===== config.mk =====
export PLATFORM = sky130hd
export DESIGN_NAME = leitor_saida
export DESIGN_NICKNAME = d
export VERILOG_FILES = /design/src/rtl/leitor_saida.sv
export SDC_FILE = /design/constraint.sdc
export NUM_CORES = 1
export LEC_CHECK = 0
export ABC_CLOCK_PERIOD_IN_PS = 1700
export BUFFER_PORTS_ARGS = -buffer_cell sky130_fd_sc_hd__buf_2
export CAP_MARGIN = 0
export CORE_MARGIN = 2
export CORE_UTILIZATION = 30
export DETAILED_ROUTE_END_ITERATION = 6
export PLACE_DENSITY_LB_ADDON = 0.12
export SETUP_SLACK_MARGIN = 0.15
export SYNTH_ARGS = -nofsm -noshare
export SYNTH_HDL_FRONTEND = slang
export SYNTH_SLANG_ARGS = --single-unit

===== constraint.sdc =====
create_clock -name clk -period 1.7 [get_ports clk]
set_input_delay 0.085 -clock clk [delete_from_list [all_inputs] [get_ports clk]]
set_output_delay 0.085 -clock clk [all_outputs]
set_load 0.005 [all_outputs]

===== src/rtl/leitor_saida.sv =====
// leitor_saida: snapshots the output register bank and streams each entry,
// tagged with its index, over a valid/ready handshake to defuzzification.
module leitor_saida #(
  parameter int LARGURA   = 8,
  parameter int N_SAIDAS  = 3,
  parameter int PULA_ZERO = 0
) (
  input  logic                        clk,
  input  logic                        rst,
  input  logic                        inicio,
  input  logic [N_SAIDAS*LARGURA-1:0] entradas,
  input  logic                        pronto,
  output logic [LARGURA-1:0]          dado_out,
  output logic [3:0]                  codigo_out,
  output logic                        valido,
  output logic                        ocupado,
  output logic                        fim
);

  typedef enum logic [1:0] {
    OCIOSO,
    CARGA,
    ENVIO,
    FIM
  } estado_t;

  estado_t estado;
  estado_t prox;

  logic [3:0]         idx;
  logic [3:0]         idx_prox;
  logic [LARGURA-1:0] buffer [N_SAIDAS];
  logic [LARGURA-1:0] atual;
  logic [LARGURA-1:0] seguinte;
  logic               ultimo;
  logic               pula;
  logic               avanca;

  assign idx_prox = idx + 4'd1;
  assign ultimo   = (idx == 4'(N_SAIDAS - 1));
  assign pula     = (PULA_ZERO != 0) && (atual == '0);
  // A zero entry being skipped advances without waiting for pronto.
  assign avanca   = (estado == ENVIO) && (pula || pronto);

  // Select the current and the following snapshot entries by index.
  always_comb begin
    atual    = '0;
    seguinte = '0;
    for (int i = 0; i < N_SAIDAS; i++) begin
      if (idx == 4'(i)) atual = buffer[i];
      if (idx_prox == 4'(i)) seguinte = buffer[i];
    end
  end

  // State register.
  always_ff @(posedge clk) begin
    if (rst) estado <= OCIOSO;
    else     estado <= prox;
  end

  // Next-state logic.
  always_comb begin
    prox = estado;
    unique case (estado)
      OCIOSO: if (inicio) prox = CARGA;
      CARGA:  prox = ENVIO;
      ENVIO:  if (avanca && ultimo) prox = FIM;
      FIM:    prox = OCIOSO;
      default: prox = OCIOSO;
    endcase
  end

  // Snapshot buffer, index and registered output data.
  always_ff @(posedge clk) begin
    if (rst) begin
      idx        <= '0;
      dado_out   <= '0;
      codigo_out <= '0;
      for (int i = 0; i < N_SAIDAS; i++) buffer[i] <= '0;
    end else begin
      unique case (estado)
        OCIOSO: begin
          if (inicio) begin
            idx <= '0;
            for (int i = 0; i < N_SAIDAS; i++)
              buffer[i] <= entradas[i*LARGURA +: LARGURA];
          end
        end
        CARGA: begin
          dado_out   <= buffer[0];
          codigo_out <= '0;
        end
        ENVIO: begin
          if (avanca && !ultimo) begin
            idx        <= idx_prox;
            dado_out   <= seguinte;
            codigo_out <= idx_prox;
          end
        end
        default: ;
      endcase
    end
  end

  // Status outputs decoded from the state.
  always_comb begin
    valido  = 1'b0;
    ocupado = 1'b0;
    fim     = 1'b0;
    unique case (estado)
      OCIOSO: ;
      CARGA:  ocupado = 1'b1;
      ENVIO: begin
        ocupado = 1'b1;
        valido  = !pula;
      end
      FIM: begin
        ocupado = 1'b1;
        fim     = 1'b1;
      end
      default: ;
    endcase
  end

endmodule


* Word level (Yosys, flattened, before mapping)
Memory sizes are Yosys's and may differ from the RTL's. Index checks and enable logic that the tools add are counted.
Storage, ports and cells: flip-flop bits (word level) 18, RAM bits 24, word-level logic and storage cells 54, memories kept 1
Cells by class: bitwise operators 3, eq/ne operators 9, mux-type cells 24, $add $sub $neg 1, reductions and logical operators 12
Memory list:
- buffer | words 3, width 8, read ports 3, clocked after memory_dff 0, wr ports 3, line 32 | logic [LARGURA-1:0] buffer [N_SAIDAS];
Operators by type and width (number):
- $mux 8 | 7
- $pmux 4 s2 | 2
- $pmux 8 s2 | 1
- $mux 1 | 9
- $eq 4x2->1 const B | 2
- $mux 4 | 2
- $pmux 2 s4 | 1
- $add 4x1->4 const B | 1
- $eq 2x2->1 const B | 2
- $eq 4x1->1 const B | 1
- $logic_not 4->1 | 1
- $mux 2 | 2
- $ne 2x1->1 const B | 2
- $reduce_and 2->1 | 2
- $reduce_bool 2->1 | 2
- $logic_and 1x1->1 | 3
- $or 1x1->1 | 3
- $reduce_and 3->1 | 1
- $reduce_or 3->1 | 1
- $eq 2x1->1 const B | 1
- $logic_not 2->1 | 1
- $ne 2x2->1 const B | 1
- $logic_not 1->1 | 1

* Depth between registers and ports, before layout
depth after elaboration 7, depth in mapped cells 9, mapped depth without buffers 7

* Worst setup path after synthesis
Ideal clock, no wire load.
kind register -> register, start point register idx[0], end point register dado_out[0], required time 1584 ps, stages on the path, launching flop included 8, path buffers 0, clock period less this slack 1746 ps, slack -46 ps, arrival 1629 ps, cell sequence dfxtp_1 -> inv_1 -> ha_1 -> nor3b_4 -> nor2_4 -> o221ai_4 -> a221o_1 -> o211a_1
Between the ends: longest elaborated chain between the ends 7
Ends and longest elaborated chain:
- start: declaration | line 30 | logic [3:0] idx;
- start signal: assignment | line 95 | idx <= idx_prox;
- $add 4x1->4 | line 39 | assign idx_prox = idx + 4'd1;
- $logic_not 4->1 | line 51 | if (idx_prox == 4'(i)) seguinte = buffer[i];
- $mux 8 (3 in series) | line 51
- $mux 8 | line 94 | if (avanca && !ultimo) begin
- $pmux 8 s2 | line 81 | unique case (estado)
- end signal: assignment | line 90 | dado_out <= buffer[0];
- end signal: assignment | line 96 | dado_out <= seguinte;
- end: declaration | line 13 | output logic [LARGURA-1:0] dado_out,
Parallel ways exist; a longest one is shown, timed or not. The select of a mux whose other input is x is not followed. A chain may end at the register's enable or synchronous reset.

* Worst setup path after layout
Ends and elaborated chain as after synthesis.

==> flow_results.xml <==
<?xml version="1.0" encoding="UTF-8"?>
<metrics>
  <group name="worst_setup_path">
    <metric name="timing_worst_setup_path_type" unit="">flop to flop</metric>
    <metric name="reg2reg_depth" unit="">7</metric>
    <metric name="critPathMaxStageDelay" unit="ns">0.40</metric>
    <metric name="worstPathMaxFanout" unit="">8</metric>
    <metric name="regToRegSetupSlack" unit="ns">0.06</metric>
    <metric name="cp_cell_sequence" unit="">inv_4 &gt; ha_4 &gt; nor3b_4 &gt; nor2_4 &gt; o221ai_4 &gt; a221o_1 &gt; o211a_1</metric>
    <metric name="endpoint_kind" unit="">flop</metric>
    <metric name="timing.rr.end" unit="">dado_out[0]$_SDFFE_PP0P_</metric>
    <metric name="worstSetupStartpoint" unit="">idx[0]$_SDFFE_PP0P_</metric>
    <metric name="worstPathArrival" unit="ns">1.83</metric>
    <metric name="crit_path_max_delay_cell_type" unit="">dfxtp_4</metric>
    <metric name="worstSetupStartpointType" unit="">flop</metric>
    <metric name="worst-path-buf-inv" unit="">1</metric>
    <metric name="worst-endpoint-required" unit="ns">1.89</metric>
    <metric name="critical-path-top-delay-family" unit="">compound AO/OA/AOI/OAI gates</metric>
    <metric name="worst_r2r_startpoint" unit="">idx[0]$_SDFFE_PP0P_</metric>
  </group>
  <group name="sta">
    <metric name="final_critical_path_setup_slack" unit="ns">0.0597</metric>
    <metric name="period_needed" unit="ns">1.64</metric>
    <metric name="min_period_over_period" unit="%">96.5</metric>
    <metric name="rsz0062_at_grt" unit="">yes</metric>
    <metric name="fmaxAchievable" unit="GHz">0.610</metric>
    <metric name="timing_max_transition_violations_final" unit="">0</metric>
    <metric name="timing_hold_violations_final" unit="">0</metric>
    <metric name="worst-slew-pin-transition" unit="ns">0.446</metric>
    <metric name="post_route_skew" unit="ns">0.00606</metric>
    <metric name="maxSlewHeadroom" unit="%">70.3</metric>
    <metric name="setup_viol" unit="">0</metric>
  </group>
  <group name="detailed_routing">
    <metric name="postRouteAntennaNets" unit="">0</metric>
    <metric name="total_wire_length_after_detailed_routing" unit="mm">4.76</metric>
    <metric name="drt-pass1-iter-count" unit="">4</metric>
    <metric name="routedWlPerCell" unit="µm">13.2</metric>
    <metric name="via_per_inst" unit="">4.55</metric>
    <metric name="drt_first_iter_violations" unit="">26</metric>
    <metric name="vias" unit="">1632</metric>
    <metric name="post-route-drc-count" unit="">0</metric>
  </group>
  <group name="finish">
    <metric name="finalCoreUtilization" unit="%">41.4</metric>
    <metric name="final_layout_size_suffix_gt1_share" unit="%">43.0</metric>
    <metric name="fill_cell_total_of_the_finished_layout" unit="">696</metric>
    <metric name="diodes" unit="">0</metric>
    <metric name="nets" unit="">299</metric>
    <metric name="layout_commonest_cell" unit="">buf_2</metric>
    <metric name="mostFrequentLayoutCells" unit="">buf_2 (42), buf_4 (28), and2_1 (24), edfxtp_1 (24)</metric>
    <metric name="areaGrowthSynthToFinish" unit="%">33.2</metric>
  </group>
  <group name="synth">
    <metric name="ys_ff_latch" unit="">42</metric>
    <metric name="postSynthNetCount" unit="">231</metric>
    <metric name="synth-edff-count" unit="">24</metric>
    <metric name="synth.area.top_cells" unit="">edfxtp_1 (34%), dfxtp_1 (17%), and2_1 (7.1%), ha_1 (5.3%), a221o_1 (3.8%)</metric>
    <metric name="synth_largest_type_area_fraction" unit="%">33.9</metric>
    <metric name="ys.flop_type" unit="">edfxtp_1</metric>
    <metric name="synth-seq-area-share" unit="%">50.9</metric>
    <metric name="synth_cells" unit="">194</metric>
    <metric name="synth.avg_cell_area" unit="µm²">11.0</metric>
    <metric name="netlist-cell-type-count" unit="">38</metric>
    <metric name="synth_area" unit="µm²">2120</metric>
    <metric name="synth.yosys.warnings" unit="">0</metric>
    <metric name="synth_area_leader_cell" unit="">edfxtp_1</metric>
    <metric name="synth_async_sr_flop_share" unit="%">0</metric>
  </group>
  <group name="grt">
    <metric name="grt_first_pass_wirelength" unit="mm">8.00</metric>
    <metric name="grt_max_degree" unit="">25</metric>
    <metric name="grt_usage" unit="%">13.4</metric>
    <metric name="globalRoute.totalOverflow" unit="">0</metric>
    <metric name="number_of_global_route_vias_before_repair" unit="">1675</metric>
    <metric name="antenna_found_initial" unit="">0</metric>
  </group>
  <group name="clock_network">
    <metric name="clk_pin_slew" unit="ns">0.09</metric>
    <metric name="cts_max_path_buffers" unit="">2</metric>
    <metric name="clkLatencyLatePin" unit="ns">0.30</metric>
    <metric name="cts_inserted_buffers" unit="">5</metric>
    <metric name="cts_root_buffer" unit="">clkbuf_8</metric>
    <metric name="clock_tree.htree_level_count" unit="">2</metric>
    <metric name="tritoncts" unit="">done</metric>
    <metric name="cts.sink_count" unit="">42</metric>
  </group>
  <group name="place">
    <metric name="global_placement_routability_congestion" unit="">0.731</metric>
    <metric name="port-buffer-count" unit="">42</metric>
    <metric name="dp_hpwl" unit="mm">3.38</metric>
    <metric name="dp_slack" unit="ns">-0.274</metric>
  </group>
  <group name="outcome">
    <metric name="outcome" unit="">completed</metric>
  </group>
  <group name="min_path">
    <metric name="hp-start" unit="">entradas[7]</metric>
    <metric name="min_delay_worst_endpoint" unit="">buffer[0][7]$_SDFFCE_PN0P_</metric>
    <metric name="hold_path_depth" unit="">2</metric>
    <metric name="hp-class" unit="">input pin to flop</metric>
  </group>
  <group name="floorplan">
    <metric name="dieHeight" unit="µm">88.2</metric>
    <metric name="io-pin-count" unit="">43</metric>
    <metric name="placeableCoreArea" unit="µm²">6830</metric>
    <metric name="placementRows" unit="">30</metric>
    <metric name="die_area" unit="µm²">7770</metric>
    <metric name="die_w" unit="µm">88.2</metric>
    <metric name="floorplan.initialDensity" unit="%">31.1</metric>
  </group>
  <group name="job">
    <metric name="max_cap_violations" unit="">0</metric>
  </group>
  <group name="power">
    <metric name="leak_pwr" unit="µW">0.00120</metric>
    <metric name="pwr_density_cell" unit="nW/µm²">1120</metric>
    <metric name="power.ir.vdd_worst" unit="V">0.000396</metric>
  </group>
</metrics>
==> final cells by class <==
type                       count  area, µm²  share of cell area, %
sequential                    42       1090                   38.6
tap                           96        120                   4.24
clock buffer                   5       68.8                   2.43
clock inverter                 3       21.3                  0.752
multi-input combinational    134       1050                   37.0
timing repair buffer          72        452                   16.0
inverter                       7       28.8                   1.02
==> flip-flops by register name, summed over array words and instances, names as in the netlist <==
name,count
idx,4
estado,2
codigo_out,4
dado_out,8
buffer,24
==> cell families (layout without fill, tap and decap cells) <==
| kind of cell | after synthesis | count (layout) | share of synthesized area (%) |
|---|---|---|---|
| DFF | 42 | 42 | 50.9 |
| buffers and inverters | 18 | 87 | 4.65 |
| xor gates and xnor gates | 3 | 3 | 1.24 |
| and+or+nand+nor | 88 | 88 | 23.3 |
| adders and majority gates | 9 | 9 | 5.30 |
| muxes | 1 | 1 | 0.471 |
| AOI/OAI and AO/OA | 33 | 33 | 14.2 |
==> what timing repair did <==
action | CTS | global route
buffers inserted | 6 | 1
hold buffers | 0 | 0
resized for setup | 7 | 12
setup endpoints to repair | 35 | 17
pin swaps | 4 | 4
==> cells in the mapped netlist (3+ instances only) <==
master	number
edfxtp_1	24
a21oi_1	7
nand2b_1	3
ha_1	9
clkbuf_1	5
buf_6	3
dfxtp_1	18
nor2b_1	4
a221o_1	8
nor3_1	16
inv_1	7
nand2_1	8
nor2_1	15
nand4_1	4
o211a_1	8
and2_1	24
nand3_1	6
==> where the power goes <==
group / switching (µW) / internal [µW] / total (µW)
clock: 372 / 289 / 661
sequential: 99.2 / 1330 / 1430
combinational: 530 / 544 / 1070
total: 1000 / 2160 / 3160
==> through the flow <==
step	TNS (ns)	hold slack [ns]	cells	cell area [µm²]	total power (µW)
after detailed placement	-6.09	0.363	344	2620	2460
after CTS	0	0.0430	358	2780	3150
after global routing	-0.346	0.0429	359	2830	3390
after floorplan	0	0.283	194	2180	2000
final	0	0.0541	359	2830	3160
after global placement	-5.67	0.361	344	2620	2470
==> how the worst max path moves through the flow <==
stage | to | slack (ns) | depth (start not counted)
after floorplan | dado_out[0]$_SDFFE_PP0P_ | 0.10 | 7
after global placement | buffer[0][22]$_SDFFCE_PN0P_ | -0.24 | 5
after detailed placement | buffer[0][1]$_SDFFCE_PN0P_ | -0.27 | 5
after CTS | dado_out[0]$_SDFFE_PP0P_ | 0.02 | 7
after global routing | dado_out[0]$_SDFFE_PP0P_ | -0.07 | 7
final | dado_out[0]$_SDFFE_PP0P_ | 0.06 | 7
==> routing by layer <==
metal / track usage, % / vias up / routed length (µm)
met2: 22.7 / 36 / 2420
met5: 0 / - / 0
met1: 16.7 / 766 / 2130
li1: - / 827 / -
met4: 4.68 / 0 / 22
met3: 3.11 / 3 / 184
Power figures use the tool's default switching activity.
